[src/rtl/dm_arb_pkg.sv]
// Shared types and helpers for the DATA_MEM three-master arbiter.
// State encoding, master IDs and the address range check live here.
package dm_arb_pkg;

    typedef enum logic [1:0] {
        IDLE   = 2'd0,
        ACCESS = 2'd1,
        ACK    = 2'd2
    } state_t;

    localparam logic [1:0] ID_NONE = 2'd0;
    localparam logic [1:0] ID_CPU  = 2'd1;
    localparam logic [1:0] ID_CONV = 2'd2;
    localparam logic [1:0] ID_DP   = 2'd3;

    // Any set bit above the word-index field means the address misses DATA_MEM.
    function automatic logic addr_out_of_range(
        input logic [31:0] addr,
        input int unsigned aw
    );
        return (addr >> (aw + 2)) != 32'd0;
    endfunction

endpackage

[src/rtl/dm_arb_starve_ctr.sv]
// Saturating starvation counter for one DSP master.
// Clear wins over increment; o_at_limit flags the starved condition.
module dm_arb_starve_ctr #(
    parameter int LIMIT = 4
) (
    input  logic clock,
    input  logic reset,
    input  logic i_inc,
    input  logic i_clr,
    output logic o_at_limit
);

    logic [3:0] r_cnt;
    logic       w_at_limit;

    assign w_at_limit = (r_cnt == 4'(LIMIT));
    assign o_at_limit = w_at_limit;

    // Count lost arbitrations, holding at LIMIT until the next grant.
    always_ff @(posedge clock) begin
        if (reset || i_clr) begin
            r_cnt <= 4'd0;
        end else if (i_inc && !w_at_limit) begin
            r_cnt <= r_cnt + 4'd1;
        end
    end

endmodule

[src/rtl/dm_arbiter.sv]
// Serialises CPU, CONV and DP req/ack transactions onto DATA_MEM.
// CPU has priority; each DSP is promoted once its starvation counter saturates.
module dm_arbiter
    import dm_arb_pkg::*;
#(
    parameter int ADDR_WIDTH   = 8,
    parameter int STARVE_LIMIT = 4
) (
    input  logic                  clock,
    input  logic                  reset,
    input  logic                  cpu_req_i,
    input  logic                  cpu_we_i,
    input  logic [31:0]           cpu_addr_i,
    input  logic [31:0]           cpu_wdata_i,
    output logic                  cpu_ack_o,
    output logic [31:0]           cpu_rdata_o,
    input  logic                  conv_req_i,
    input  logic                  conv_we_i,
    input  logic [31:0]           conv_addr_i,
    input  logic [31:0]           conv_wdata_i,
    output logic                  conv_ack_o,
    output logic [31:0]           conv_rdata_o,
    input  logic                  dp_req_i,
    input  logic                  dp_we_i,
    input  logic [31:0]           dp_addr_i,
    input  logic [31:0]           dp_wdata_i,
    output logic                  dp_ack_o,
    output logic [31:0]           dp_rdata_o,
    output logic [ADDR_WIDTH-1:0] dm_addr_o,
    output logic [31:0]           dm_wdata_o,
    output logic                  dm_we_o,
    input  logic [31:0]           dm_rdata_i,
    output logic [1:0]            grant_o,
    output logic                  err_o
);

    state_t                r_state;
    state_t                w_next;
    logic [ADDR_WIDTH-1:0] r_waddr;
    logic [31:0]           r_wdata;
    logic [31:0]           r_rdata;
    logic                  r_we;
    logic                  r_oor;
    logic [1:0]            r_id;
    logic                  r_rr_dp;
    logic                  r_err;

    logic [1:0]            w_win;
    logic [1:0]            w_dsp_rr;
    logic                  w_decide;
    logic                  w_conv_lim;
    logic                  w_dp_lim;
    logic                  w_conv_st;
    logic                  w_dp_st;
    logic                  w_any_req;
    logic                  w_sel_we;
    logic [31:0]           w_sel_addr;
    logic [31:0]           w_sel_wdata;

    assign w_any_req = cpu_req_i | conv_req_i | dp_req_i;
    assign w_conv_st = conv_req_i & w_conv_lim;
    assign w_dp_st   = dp_req_i & w_dp_lim;
    assign w_dsp_rr  = r_rr_dp ? ID_DP : ID_CONV;
    assign w_decide  = (r_state == IDLE) && (w_win != ID_NONE);
    assign err_o     = r_err;

    dm_arb_starve_ctr #(.LIMIT(STARVE_LIMIT)) u_conv_ctr (
        .clock      (clock),
        .reset      (reset),
        .i_inc      (w_decide && conv_req_i && (w_win != ID_CONV)),
        .i_clr      (w_decide && (w_win == ID_CONV)),
        .o_at_limit (w_conv_lim)
    );

    dm_arb_starve_ctr #(.LIMIT(STARVE_LIMIT)) u_dp_ctr (
        .clock      (clock),
        .reset      (reset),
        .i_inc      (w_decide && dp_req_i && (w_win != ID_DP)),
        .i_clr      (w_decide && (w_win == ID_DP)),
        .o_at_limit (w_dp_lim)
    );

    // Winner: starved DSPs first, then CPU, then DSPs by round-robin.
    always_comb begin
        w_win = ID_NONE;
        if (w_conv_st && w_dp_st) begin
            w_win = w_dsp_rr;
        end else if (w_conv_st) begin
            w_win = ID_CONV;
        end else if (w_dp_st) begin
            w_win = ID_DP;
        end else if (cpu_req_i) begin
            w_win = ID_CPU;
        end else if (conv_req_i && dp_req_i) begin
            w_win = w_dsp_rr;
        end else if (conv_req_i) begin
            w_win = ID_CONV;
        end else if (dp_req_i) begin
            w_win = ID_DP;
        end
    end

    // Route the winning master's request fields toward the capture registers.
    always_comb begin
        w_sel_we    = 1'b0;
        w_sel_addr  = 32'd0;
        w_sel_wdata = 32'd0;
        case (w_win)
            ID_CPU: begin
                w_sel_we    = cpu_we_i;
                w_sel_addr  = cpu_addr_i;
                w_sel_wdata = cpu_wdata_i;
            end
            ID_CONV: begin
                w_sel_we    = conv_we_i;
                w_sel_addr  = conv_addr_i;
                w_sel_wdata = conv_wdata_i;
            end
            ID_DP: begin
                w_sel_we    = dp_we_i;
                w_sel_addr  = dp_addr_i;
                w_sel_wdata = dp_wdata_i;
            end
            default: ;
        endcase
    end

    // State register.
    always_ff @(posedge clock) begin
        if (reset) begin
            r_state <= IDLE;
        end else begin
            r_state <= w_next;
        end
    end

    // Next state: fixed IDLE -> ACCESS -> ACK walk once a request is seen.
    always_comb begin
        w_next = r_state;
        case (r_state)
            IDLE:    w_next = w_any_req ? ACCESS : IDLE;
            ACCESS:  w_next = ACK;
            ACK:     w_next = IDLE;
            default: w_next = IDLE;
        endcase
    end

    // Capture the granted transaction, the read data and the sticky error.
    always_ff @(posedge clock) begin
        if (reset) begin
            r_waddr <= '0;
            r_wdata <= 32'd0;
            r_rdata <= 32'd0;
            r_we    <= 1'b0;
            r_oor   <= 1'b0;
            r_id    <= ID_NONE;
            r_rr_dp <= 1'b0;
            r_err   <= 1'b0;
        end else begin
            if (w_decide) begin
                r_waddr <= w_sel_addr[ADDR_WIDTH+1:2];
                r_wdata <= w_sel_wdata;
                r_we    <= w_sel_we;
                r_oor   <= addr_out_of_range(w_sel_addr, ADDR_WIDTH);
                r_id    <= w_win;
                if (w_win == ID_CONV) begin
                    r_rr_dp <= 1'b1;
                end else if (w_win == ID_DP) begin
                    r_rr_dp <= 1'b0;
                end
            end
            if (r_state == ACCESS) begin
                r_rdata <= (r_we || r_oor) ? 32'd0 : dm_rdata_i;
                if (r_oor) begin
                    r_err <= 1'b1;
                end
            end
        end
    end

    // Outputs: memory port in ACCESS, ack and data to the owner in ACK.
    // The write strobe is masked by reset so an aborted write never lands.
    always_comb begin
        dm_addr_o    = '0;
        dm_wdata_o   = 32'd0;
        dm_we_o      = 1'b0;
        grant_o      = ID_NONE;
        cpu_ack_o    = 1'b0;
        conv_ack_o   = 1'b0;
        dp_ack_o     = 1'b0;
        cpu_rdata_o  = 32'd0;
        conv_rdata_o = 32'd0;
        dp_rdata_o   = 32'd0;
        case (r_state)
            ACCESS: begin
                dm_addr_o  = r_waddr;
                dm_wdata_o = r_wdata;
                dm_we_o    = r_we & ~r_oor & ~reset;
                grant_o    = r_id;
            end
            ACK: begin
                grant_o = r_id;
                case (r_id)
                    ID_CPU: begin
                        cpu_ack_o   = 1'b1;
                        cpu_rdata_o = r_rdata;
                    end
                    ID_CONV: begin
                        conv_ack_o   = 1'b1;
                        conv_rdata_o = r_rdata;
                    end
                    ID_DP: begin
                        dp_ack_o   = 1'b1;
                        dp_rdata_o = r_rdata;
                    end
                    default: ;
                endcase
            end
            default: ;
        endcase
    end

endmodule

[config.mk]
export PLATFORM = sky130hd
export DESIGN_NAME = dm_arbiter
export DESIGN_NICKNAME = d
export VERILOG_FILES = /design/src/rtl/dm_arb_pkg.sv /design/src/rtl/dm_arb_starve_ctr.sv /design/src/rtl/dm_arbiter.sv
export SDC_FILE = /design/constraint.sdc
export NUM_CORES = 1
export LEC_CHECK = 0
export BUFFER_PORTS_ARGS = -buffer_cell sky130_fd_sc_hd__buf_4
export CORE_AREA = 2 2 146 148
export DETAILED_ROUTE_END_ITERATION = 12
export DIE_AREA = 0 0 148 150
export HOLD_SLACK_MARGIN = 0.03
export PLACE_DENSITY = 0.65
export SYNTH_ARGS = -nofsm -noshare
export SYNTH_HDL_FRONTEND = slang
export SYNTH_SLANG_ARGS = --single-unit
export TNS_END_PERCENT = 5
[constraint.sdc]
create_clock -name clock -period 2.7 [get_ports clock]
set_clock_uncertainty 0.1 [all_clocks]
set_input_delay 0.135 -clock clock [delete_from_list [all_inputs] [get_ports clock]]
set_output_delay 0.135 -clock clock [all_outputs]
set_load 0.1 [all_outputs]
==> results of run 1 <==
report_power, final:
part / internal, mW / switching [mW]
clock: 0.664 / 0.590
combinational: 0.576 / 0.729
sequential: 1.41 / 0.0737
total: 2.65 / 1.39
path summary, 6_finish.rpt:
path                            slack (ps)                       to  cells past startpoint
worst min-delay path                    50       r_oor$_SDFFE_PP0P_                      3
worst max-delay path                   180  r_wdata[9]$_SDFFE_PP0P_                      8
worst max register to register         180  r_wdata[9]$_SDFFE_PP0P_                      8
worst min register to register         370       err_o$_SDFFE_PP0P_                      2
layer usage:
layer	global-route usage	part of all wire	wire, um
met1	0.221	0.39	8880
met2	0.369	0.51	11800
met5	0	0.00070	16
met4	0.0829	0.031	700
met3	0.0302	0.067	1530
kinds of logic after synthesis:
group / after synthesis
AO/OA/AOI/OAI: 140
XOR/XNOR: 4
adder cells (fa/ha/maj): 8
buffers and inverters: 61
flip-flops: 88
multiplexers: 1
AND/OR/NAND/NOR: 343
final cells by class:
type / count / area [um2] / area share
diodes: 2 / 5.00 / 0.000524
multi-input cells: 496 / 3280 / 0.343
well taps: 275 / 344 / 0.0360
inverters: 10 / 37.5 / 0.00393
clock buffers: 10 / 239 / 0.0250
repair buffers: 472 / 3840 / 0.402
clock inverters: 6 / 48.8 / 0.00510
flip-flops and latches: 88 / 1760 / 0.184
cell usage in the layout, fill, tap and decap left out, types with 5 or more instances in the layout:
| cell type | n |
|---|---|
| sky130_fd_sc_hd__buf_4 | 378 |
| sky130_fd_sc_hd__and2_1 | 138 |
| sky130_fd_sc_hd__dfxtp_1 | 87 |
| sky130_fd_sc_hd__dlygate4sd3_1 | 87 |
| sky130_fd_sc_hd__nor2_1 | 66 |
| sky130_fd_sc_hd__a21oi_1 | 52 |
| sky130_fd_sc_hd__nand2_1 | 47 |
| sky130_fd_sc_hd__nor2b_1 | 35 |
| sky130_fd_sc_hd__a221oi_1 | 21 |
| sky130_fd_sc_hd__a221oi_2 | 19 |
| sky130_fd_sc_hd__a211oi_2 | 19 |
| sky130_fd_sc_hd__and3_1 | 15 |
| sky130_fd_sc_hd__nor4_1 | 12 |
| sky130_fd_sc_hd__a211oi_1 | 11 |
| sky130_fd_sc_hd__inv_1 | 10 |
| sky130_fd_sc_hd__clkbuf_16 | 10 |
| sky130_fd_sc_hd__nor3_1 | 6 |
| sky130_fd_sc_hd__ha_1 | 6 |
| sky130_fd_sc_hd__or4_1 | 5 |
| sky130_fd_sc_hd__nand4_1 | 5 |
| sky130_fd_sc_hd__buf_12 | 5 |
through the flow:
stage               cell area, um2  worst slack [ps]  utilization
finish                        9560               179        0.462
global route                  9560            -0.947        0.462
CTS                           9510              63.9        0.459
detailed placement            8350               350        0.403
global placement              8350               407        0.403
floorplan                     5270              -174            -
state kept, by name, summed over array words and instances, names as in the netlist:
signal            cells
r_we                  1
r_state               2
r_id                  2
r_wdata              32
r_rr_dp               1
err_o                 1
r_oor                 1
r_waddr               8
u_conv_ctr.r_cnt      4
u_dp_ctr.r_cnt        4
r_rdata              32
critical path, cell delays in order (launching register included):
cell                            delay, ps
sky130_fd_sc_hd__dfxtp_2              360
sky130_fd_sc_hd__inv_1                 50
sky130_fd_sc_hd__ha_1                 190
sky130_fd_sc_hd__and3b_1              250
sky130_fd_sc_hd__maj3_2               390
sky130_fd_sc_hd__a211oi_4             330
sky130_fd_sc_hd__nand2_1               90
sky130_fd_sc_hd__a21oi_1              150
sky130_fd_sc_hd__dlygate4sd3_1        560
timing repair:
action / in CTS / in global routing
endpoints found under the hold margin: 73 / 0
setup buffers: 0 / 2
hold buffers: 87 / 0
setup endpoints to repair: 0 / 3
gates resized for setup: 0 / 4
==> run summary, run 1 <==
The run finished with clean final reports. Among all flip-flop cells after synthesis, the most frequent one is sky130_fd_sc_hd__dfxtp_1. In the final timing run, aggregate negative setup slack is 0 ps. The share of synthesized registers carrying an async set or reset is 0, and the number of setup violations in the final report is 0. Peak clock frequency supported by timing: 0.397 GHz. The number of enable-type register cells in the synthesized netlist works out to 0. The floorplan step defined a core boundary enclosing 20700 um2.

The residual DRC count is 0. By count the netlist is led by sky130_fd_sc_hd__and2_1, sky130_fd_sc_hd__dfxtp_1, sky130_fd_sc_hd__nor2_1. The run gives 16800 um as the placed wire-length estimate after detailed placement. Ranked by total cell area, the synthesized netlist is headed by sky130_fd_sc_hd__dfxtp_1, sky130_fd_sc_hd__and2_1, sky130_fd_sc_hd__a221oi_2, sky130_fd_sc_hd__nor2_1, sky130_fd_sc_hd__a21oi_1.

Power spread over the standard cell area amounts to 423 nW/um2. Counting along the longest clock path gives a buffer depth of 2. For this run, the number of Yosys warnings is 0. The number of global-route vias before repair was 6271. In this run, placement finished with an instance count of 1251.

STA classifies the critical path endpoint as a register. The share of synthesized cell area in and, or, nand and nor gates was 0.355; the number of register bits inferred by synthesis was 88. The starting DRC count in detailed routing was 221. The first-pass GRT wire length was 34200 um; the proportion of synthesized chip area in sequential cells was 0.335. In the synthesized netlist, the number of instances is 645. Total power for the finished layout comes to 4.04 mW. The tools report the total global routing overflow as 0. The effective utilization at floorplan is 0.254, and the largest fanout on the critical path is 4.

Once layout is complete, the cells apart from fillers number 1359. The total global routing track utilization is 0.197, and the number of fill cells is 2053. The synthesized-area fraction occupied by ao, oa, aoi and oai cells came out at 0.232.

From synthesis to final layout, the design area changed by 81.6%. The worst path needs 2520 ps of the cycle, external delays included. Measured along the x axis, the die boundary spans 148 um. Number of H-tree branching levels: 3. After synthesis the cells add up to 5270 um2. The tool flagged a number of max-cap violations equal to 0. The top cell type's share of synthesized area is 0.335, and the fraction of final layout cells sized beyond drive strength 1 is 0.421. The top-level I/O count is 375, and the post-synthesis net count is 884. Hold is met by 47.6 ps. The average footprint of a synthesized cell is 8.16 um2. In this run the static leakage power is 4.40 nW. Input and output buffers added on the ports amount to 368. The detail-routed net length per standard cell was 16.8 um; the parity-gate share of the synthesized area counting xor and xnor cells was 0.00665. The worst min-delay path class was in -> reg. Final weighted congestion in routability-driven placement: 0.883. The number of slew-limit violations in the final report is 0. The start-to-end type of the worst setup path was reg -> reg. Per-cell via count in the routed design: 4.69.

By area, the combinational part of the netlist is dominated by simple AND/OR/NAND/NOR gates. The initial antenna violation count is 3, and the clock slew at the register clock pins of the worst setup and hold paths is 70 ps. Summing over every cut layer, the via total after detailed routing is 6380. The most critical setup path has its startpoint at u_dp_ctr.r_cnt[0]$_SDFFE_PP0P_.

At the worst endpoint, the arrival time is 2710 ps. The critical path launch point type is a register. Entering global routing, the biggest net connects 47 pins. TritonCTS built the clock tree. The multiplexer area fraction after synthesis works out to 0.00190. The post-synthesis adder-cell area fraction was 0.0188. The first detailed-routing pass ran for 5 iterations. The clock buffer count from CTS was 9.

The final-report hold violation count came out at 0. The clock drives 88 sinks. The tools report the reg-to-reg critical path startpoint as u_dp_ctr.r_cnt[0]$_SDFFE_PP0P_.

The clock reaches the later pin of the worst-skew pair after 340 ps. The cell taking the most area after synthesis is sky130_fd_sc_hd__dfxtp_1. The netlist uses 47 different library cells. The die covers 22200 um2. IR analysis of the VDD net gives a maximum drop of 280 uV.

The transition at the pin with the smallest max-transition slack came out at 699 ps. sky130_fd_sc_hd__and2_1 is the most common cell in the netlist. Row generation in the floorplan step produced 53 rows.

Relative slew slack: 0.534. Required time at the endpoint of the critical path: 2890 ps. From bottom edge to top edge, the die measures 150 um. At the end of the flow, the number of nets in the layout was 1316.

The tree is rooted in a sky130_fd_sc_hd__clkbuf_16. The routed design has 22900 um of wire. The launch point of the worst hold path was dp_addr_i[16]. The final period utilization was 0.934; the number of nets still failing antenna checks after routing was 0.
Note: power is estimated with default switching activity, not from simulation.
==> run 2, diff against run 1 <==
Settings changed: CELL_PAD_IN_SITES_DETAIL_PLACEMENT set to 0, CELL_PAD_IN_SITES_GLOBAL_PLACEMENT set to 1, CORE_AREA 2 2 146 148 to 2 2 145 147, DIE_AREA 0 0 148 150 to 0 0 147 149, PLACE_DENSITY 0.65 to 0.87, REMOVE_ABC_BUFFERS set to 1.
==> run 2 against run 1 <==
Routed wire length down 1.4%. Worst hold slack better by 10 ps. Register-to-register slack about the same. Via count down 0.34%. First-iteration DRC count down 24%. Critical path depth up 1. Combinational power about the same. Count of clock-buffer cells in the layout up 1. Sequential cell count unchanged. Total power up 5.5%. Clock power up 18%. Maximum frequency up 0.20%. Largest cell class unchanged.
==> run summary, run 2 (synthesis results as in run 1) <==
For the maximum clock path buffer count, the log shows 2 (unchanged). The signal arrival time at the worst endpoint is 2680 ps (-30 ps), and the transition at the pin with the smallest max-transition slack is 566 ps (-133 ps). The root cell of the clock tree is sky130_fd_sc_hd__clkbuf_16. The largest stage delay on the critical path was 560 ps (about the same). The library cell used most frequently in the layout, excluding fill and tap cells, is sky130_fd_sc_hd__buf_4. TritonCTS built the clock tree. The required time at the endpoint of the critical path is 2870 ps (-20 ps), and the top-level I/O count is 375 (unchanged). The per-cell via count in the routed design is 4.69 (-0.12%).

The total core area is 20600 um2 (-0.64%). The floorplan die area came out at 21900 um2 (-1.3%). Compared with the post-synthesis result, the final layout area differs by 82.5%.

The run gives 6358 (-0.34%) as the via total after detailed routing. Leakage dissipation: 4.41 nW (+0.23%). The clock slew at the register clock pins of the worst setup and hold paths was 70 ps (about the same).

The run finished with clean final reports. The number of slew-limit violations in the final report came out at 0 (unchanged). The run gives 58.0 ps (+10.4 ps) as the minimum hold slack. The total detailed-routing wirelength is 22600 um (-1.4%). The path class of the tightest hold or removal check is in -> reg.

Post-layout instance area: 9610 um2 (+0.54%). The largest registers in the layout are r_rdata x32, r_wdata x32, r_waddr x8. The post-route worst setup slack was 184 ps (+5.09 ps); the detail-routed net length per standard cell was 16.6 um (-1.2%). The power density normalized to cell area was 444 nW/um2 (+4.9%); the net switching power was 1.33 mW (-4.5%). The maximum resistive drop on vdd came out at 330 uV (+18%). The cell family contributing the most delay on the critical path is buffers and inverters. Worst-skew pair later-pin latency: 340 ps (about the same). The tools report the total global routing overflow as 0 (unchanged). The number of global-route vias before repair was 6401 (+2.1%); the proportion of power drawn by the clock network was 0.346 (+0.036). The total number of clock tree sinks is 88 (unchanged), and the share of total power consumed by net switching is 0.312 (-0.0325). The worst setup path is captured at a register.

The logs give 168 (-24%) for the starting DRC count in detailed routing and 0.197 (-0.000256) for the total global routing track utilization. Number of cells traversed by the worst hold path: 3 (unchanged). Leaving out fill and tap cells, the most frequent cells in the layout are sky130_fd_sc_hd__buf_4, sky130_fd_sc_hd__and2_1, sky130_fd_sc_hd__dlygate4sd3_1, sky130_fd_sc_hd__dfxtp_1, sky130_fd_sc_hd__nor2_1.

The path depth of the worst reg2reg path is 9 (+1), and the relative contribution of combinational cells to total power is 0.306 (-0.017). Relative slew slack: 0.623 (+0.0885). The number of input and output port buffers inserted is 368 (unchanged). The number of buffer and inverter stages on the critical path is 3 (+1).

The critical path goes through inv_1 > ha_1 > and3b_1 > o21ai_0 > and3_1 > buf_12 > o41ai_1 > dlygate4sd3_1 > a31oi_1. The fraction of final layout cells sized beyond drive strength 1 came out at 0.416 (-0.00478). The tools report the peak clock frequency supported by timing as 0.397 GHz (+0.20%).

The cell-internal power is 2.93 mW (+11%), and the placed wire-length estimate after detailed placement is 15900 um (-5.4%). The overall die height is 149 um (-0.67%). The initial antenna violation count was 1 (-2). The start-to-end type of the worst setup path was reg -> reg. For the portion of total power attributed to sequential cells, the log shows 0.347 (-0.020). The clock period minus worst slack came out at 2520 ps (-5.09 ps). The largest fanout on the critical path is 28 (+24), and the width of the chip is 147 um (-0.68%). The cell area after placement was 8360 um2 (+0.15%); the number of H-tree branching levels was 3 (unchanged). The maximum number of pins on one net before global-route repair was 48 (+2.1%); the clock buffer count from CTS was 9 (unchanged).

The number of nets still failing antenna checks after routing was 0 (unchanged); the summed negative setup slack over all endpoints was 0 ps (unchanged). The worst setup slack before clock tree synthesis is 403 ps (+53.0 ps). The cell row count was 53 (unchanged); the total power was 4.27 mW (+5.5%). Reported max-cap violation count: 0 (unchanged).

The tools report the detailed-routing iteration count for the pre-antenna-repair pass as 4 (-1). For the first-pass GRT wire length, the log shows 34200 um (about the same). The logs give 0 (unchanged) for the final-report hold violation count and 1251 (unchanged) for the count of placed standard cells including taps. The number of non-filler instances in the completed layout was 1356 (-0.22%); the final period utilization was 0.932 (-0.00188). The cell with the largest stage delay on the worst path is sky130_fd_sc_hd__dlygate4sd3_1. The effective utilization at floorplan was 0.256 (+0.00164). For the residual DRC count, the log shows 0 (unchanged). The logic depth of the worst setup path including buffers was 9 (+1).

The number of setup violations in the final report is 0 (unchanged). Utilization after layout: 0.467 (+0.00548). Final weighted congestion in routability-driven placement: 0.781 (-12%). Critical path launch point type: a register. Setup repair after global routing left no endpoint under its margin. The number of nets at the end of the flow is 1316 (unchanged).
[run 2: cell count changes in the layout (fill, tap and decap cells not counted), sizes merged]
cell,before,now
dlygate4sd3,87,90
buf,384,382
inv,14,10
clkinv,2,0
bufinv,0,3
diode,2,1
[run 2: routing by layer]
layer | GRT usage | up-vias | share of wire
met5 | 0 | - | 0
met4 | 0.0649 | 0 | 0.020
met3 | 0.0492 | 27 | 0.081
met2 | 0.355 | 291 | 0.49
met1 | 0.228 | 2943 | 0.41
li1 | - | 3097 | -
[run 2: final cells by class]
type | count | area (um2)
diodes | 1 | 2.50
clock buffers | 11 | 253
clock inverters | 3 | 90.1
fillers | 1985 | 10900
inverters | 10 | 37.5
multi-input cells | 496 | 3280
flip-flops and latches | 88 | 1760
well taps | 275 | 344
repair buffers | 472 | 3840
[run 2: path summary, 6_finish.rpt]
kind,from,to,slack [ps]
setup / recovery,u_conv_ctr.r_cnt[0]$_SDFFE_PP0P_,r_oor$_SDFFE_PP0P_,180
hold / removal,cpu_wdata_i[16],r_wdata[16]$_SDFFE_PP0P_,60
setup reg to reg,u_conv_ctr.r_cnt[0]$_SDFFE_PP0P_,r_oor$_SDFFE_PP0P_,180
hold reg to reg,err_o$_SDFFE_PP0P_,err_o$_SDFFE_PP0P_,370
[run 2: what timing repair did]
| item | CTS | global route |
|---|---|---|
| hold buffers | 90 | 0 |
| endpoints found under the hold margin | 73 | 0 |
| setup endpoints to repair | 0 | 1 |
| gates resized for setup | 0 | 1 |
| buffers inserted | 0 | 0 |
[run 2: power by group through the flow]
| stage | Combinational, mW | Sequential, mW | Clock [mW] |
|---|---|---|---|
| 5_1_grt | 1.40 | 1.50 | 1.57 |
| 6_report | 1.31 | 1.48 | 1.48 |
| 3_5_place_dp | 1.19 | 1.51 | 0 |
| 4_1_cts | 1.31 | 1.48 | 1.52 |
| 3_3_place_gp | 1.18 | 1.50 | 0 |
| 2_1_floorplan | 0.672 | 1.49 | 0 |
[run 2: worst reg2reg max path: stages (launching register included)]
cell and delay [ps]:
sky130_fd_sc_hd__dfxtp_1 360, sky130_fd_sc_hd__inv_1 80, sky130_fd_sc_hd__ha_1 220, sky130_fd_sc_hd__and3b_1 230
sky130_fd_sc_hd__o21ai_0 200, sky130_fd_sc_hd__and3_1 240, sky130_fd_sc_hd__buf_12 200, sky130_fd_sc_hd__o41ai_1 100
sky130_fd_sc_hd__dlygate4sd3_1 560, sky130_fd_sc_hd__a31oi_1 150
==> run 3, diff against run 2 <==
Settings changed: CELL_PAD_IN_SITES_DETAIL_PLACEMENT 0 to not set, CELL_PAD_IN_SITES_GLOBAL_PLACEMENT 1 to not set, CORE_AREA 2 2 145 147 to 2 2 146 148, DIE_AREA 0 0 147 149 to 0 0 148 150, PLACE_DENSITY 0.87 to 0.65.
==> run 3 against run 2 <==
First-iteration DRC count up 6.5%. Total power up 0.15%. Combinational power about the same. Largest cell class unchanged.
==> run summary, run 3 (synthesis results as in run 1) <==
For the maximum resistive drop on vdd, the log shows 275 uV (-17%). The final-report hold violation count was 0 (unchanged); the number of inserted diodes was 0 (-1). Leakage dissipation: 4.42 nW (+0.34%).

The peak clock frequency supported by timing came out at 0.393 GHz (-1.2%). The top-level I/O count was 375 (unchanged); the total number of clock tree sinks was 88 (unchanged). The number of input and output port buffers inserted was 368 (unchanged); the cell row count was 53 (unchanged). The logic depth of the worst setup path including buffers is 9 (unchanged), and the detailed-routing iteration count for the pre-antenna-repair pass is 5 (+1). The logs give 0.254 (-0.00164) for the effective utilization at floorplan and 155 ps (-29.4 ps) for the post-route worst setup slack.

Clock slew at the register clock pins of the worst setup and hold paths: 70 ps (about the same). The floorplan die area was 22200 um2 (+1.4%). The total core area is 20700 um2 (+0.65%). The run gives 1760 um2 (about the same) as the flip-flop and latch area. The number of nets still failing antenna checks after routing is 0 (unchanged), and the total global routing track utilization is 0.197 (+0.000589).

The transition at the pin with the smallest max-transition slack works out to 787 ps (+221 ps). Tracing the worst setup path back leads to its startpoint at u_conv_ctr.r_cnt[0]$_SDFFE_PP0P_. The area growth from synthesis to layout works out to 82.7% (about the same).

The slowest stage of the critical path belongs to the cell sky130_fd_sc_hd__dlygate4sd3_1. The total power was 4.27 mW (+0.15%); the worst setup slack before clock tree synthesis was 261 ps (-142 ps). The number of slew-limit violations in the final report is 0 (unchanged), and the fraction of final layout cells sized beyond drive strength 1 is 0.418 (+0.00254).

The logs give 0 (unchanged) for the residual DRC count and 2730 ps (+50 ps) for the signal arrival time at the worst endpoint. The final period utilization is 0.943 (+0.0109). The worst register-to-register path ends at r_waddr[3]$_SDFFE_PP0P_. The initial antenna violation count is 0 (-1). The critical path ends at r_waddr[3]$_SDFFE_PP0P_. In the layout the commonest cells are sky130_fd_sc_hd__buf_4, sky130_fd_sc_hd__and2_1, sky130_fd_sc_hd__dlygate4sd3_1, sky130_fd_sc_hd__dfxtp_1, sky130_fd_sc_hd__nor2_1.

The reg-to-reg critical path startpoint was u_conv_ctr.r_cnt[0]$_SDFFE_PP0P_. The flow ran to the end, and the final reports show no timing, DRC or antenna violations. TritonCTS built the clock tree. The number of buffer and inverter stages on the critical path was 3 (unchanged); the reg-to-reg setup timing slack was 150 ps (-30 ps).

The per-cell via count in the routed design came out at 4.69 (about the same). The number of nets at the end of the flow was 1318 (+0.15%); the path depth of the worst reg2reg path was 9 (unchanged). The number of setup violations in the final report came out at 0 (unchanged). The critical path is of the reg -> reg type. The critical path endpoint category was a register.

The starting DRC count in detailed routing was 179 (+6.5%); the number of global-route vias before repair was 6255 (-2.3%). The clock period minus worst slack is 2550 ps (+29.4 ps). Total global routing overflow: 0 (unchanged). The worst-skew pair later-pin latency came out at 340 ps (about the same).

The run gives 2024 (+2.0%) as the number of fill cells. Broken down by cell family, the worst path's largest delay share belongs to buffers and inverters. The clock buffer count from CTS is 9 (unchanged). The tools report the number of H-tree branching levels as 3 (unchanged). The power density normalized to cell area is 444 nW/um2 (about the same). The first-pass GRT wire length came out at 34300 um (+0.36%).

The number of cells traversed by the worst hold path works out to 3 (unchanged). Most frequent standard cell in the layout excluding fill and tap cells: sky130_fd_sc_hd__buf_4. Setup repair after global routing left no endpoint under its margin. The width of the chip was 148 um (+0.68%); the detail-routed net length per standard cell was 17.3 um (+4.2%). The largest stage delay on the critical path was 560 ps (about the same); the overall die height was 150 um (+0.67%). The tools report the relative slew slack as 0.476 (-0.147).

The run gives 0.777 (-0.45%) as the final weighted congestion in routability-driven placement. The placed wire-length estimate after detailed placement was 16400 um (+2.8%); the required time at the endpoint of the critical path was 2890 ps (+20 ps). The path class of the tightest hold or removal check is in -> reg. The total detailed-routing wirelength came out at 23600 um (+4.4%). The signal on the critical path passes through inv_1 > ha_1 > and4b_1 > a211oi_4 > buf_12 > and3_1 > a221oi_1 > a21oi_1 > dlygate4sd3_1. The tree is rooted in a sky130_fd_sc_hd__clkbuf_16. The reported max-cap violation count is 0 (unchanged).

The critical path launch point type was a register. The largest fanout on the critical path is 20 (-29%). The via total after detailed routing is 6368 (+0.16%), and the area of the multi-input gates is 3280 um2 (unchanged). In the final layout, the registers with the most flip-flops are r_rdata x32, r_wdata x32, r_waddr x8. The maximum clock path buffer count is 2 (unchanged), and the minimum hold slack is 48.4 ps (-9.62 ps). The run gives 55 (+15%) as the maximum number of pins on one net before global-route repair.
run 3: per-stage QoR:
step                utilization  instance area (um2)  std cells  TNS (ps)
finish                    0.465                 9620       1358         0
CTS                       0.463                 9580       1356         0
global placement          0.404                 8360       1253         0
global route              0.465                 9620       1358         0
detailed placement        0.404                 8360       1253         0
floorplan                     -                 5040        594   -201130
run 3: worst min-delay path by stage:
stage / startpoint / to / slack, ps
2_1_floorplan: reset / r_waddr[0]$_SDFFE_PP0P_ / 100
3_3_place_gp: dm_rdata_i[2] / r_rdata[2]$_SDFFE_PP0P_ / 260
3_5_place_dp: dm_rdata_i[19] / r_rdata[19]$_SDFFE_PP0P_ / 270
4_1_cts: cpu_wdata_i[23] / r_wdata[23]$_SDFFE_PP0P_ / 40
5_1_grt: cpu_wdata_i[13] / r_wdata[13]$_SDFFE_PP0P_ / 50
6_report: dp_addr_i[16] / r_oor$_SDFFE_PP0P_ / 50
run 3: where the power goes:
part           total (mW)  leakage, nW  internal (mW)  switching, mW
clock                1.47        0.163          0.927          0.545
sequential           1.49        0.723           1.41         0.0754
combinational        1.31         3.54          0.582          0.731
total                4.27         4.42           2.92           1.35
run 3: worst min-delay path, stage by stage:
cell,delay (ps)
sky130_fd_sc_hd__buf_4,80
sky130_fd_sc_hd__o41ai_1,70
sky130_fd_sc_hd__a31oi_1,170
run 3: layer usage:
| layer | up-vias | part of all wire | track usage |
|---|---|---|---|
| met5 | - | 0 | 0 |
| met4 | 0 | 0.014 | 0.0538 |
| met3 | 18 | 0.076 | 0.0485 |
| met2 | 279 | 0.51 | 0.365 |
| met1 | 2964 | 0.40 | 0.225 |
| li1 | 3107 | - | - |
run 3: cell type report:
type,count,share of cell area
clock inverter,3,0.00937
sequential,88,0.183
multi-input combinational,496,0.341
clock buffer,12,0.0256
inverter,10,0.00390
timing repair buffer,474,0.401
tap,275,0.0358
run 3: timing repair:
action,CTS,global route
hold endpoints to repair,73,0
setup endpoints to repair,0,2
resized for setup,0,2
buffers inserted,0,1
hold buffers,88,0
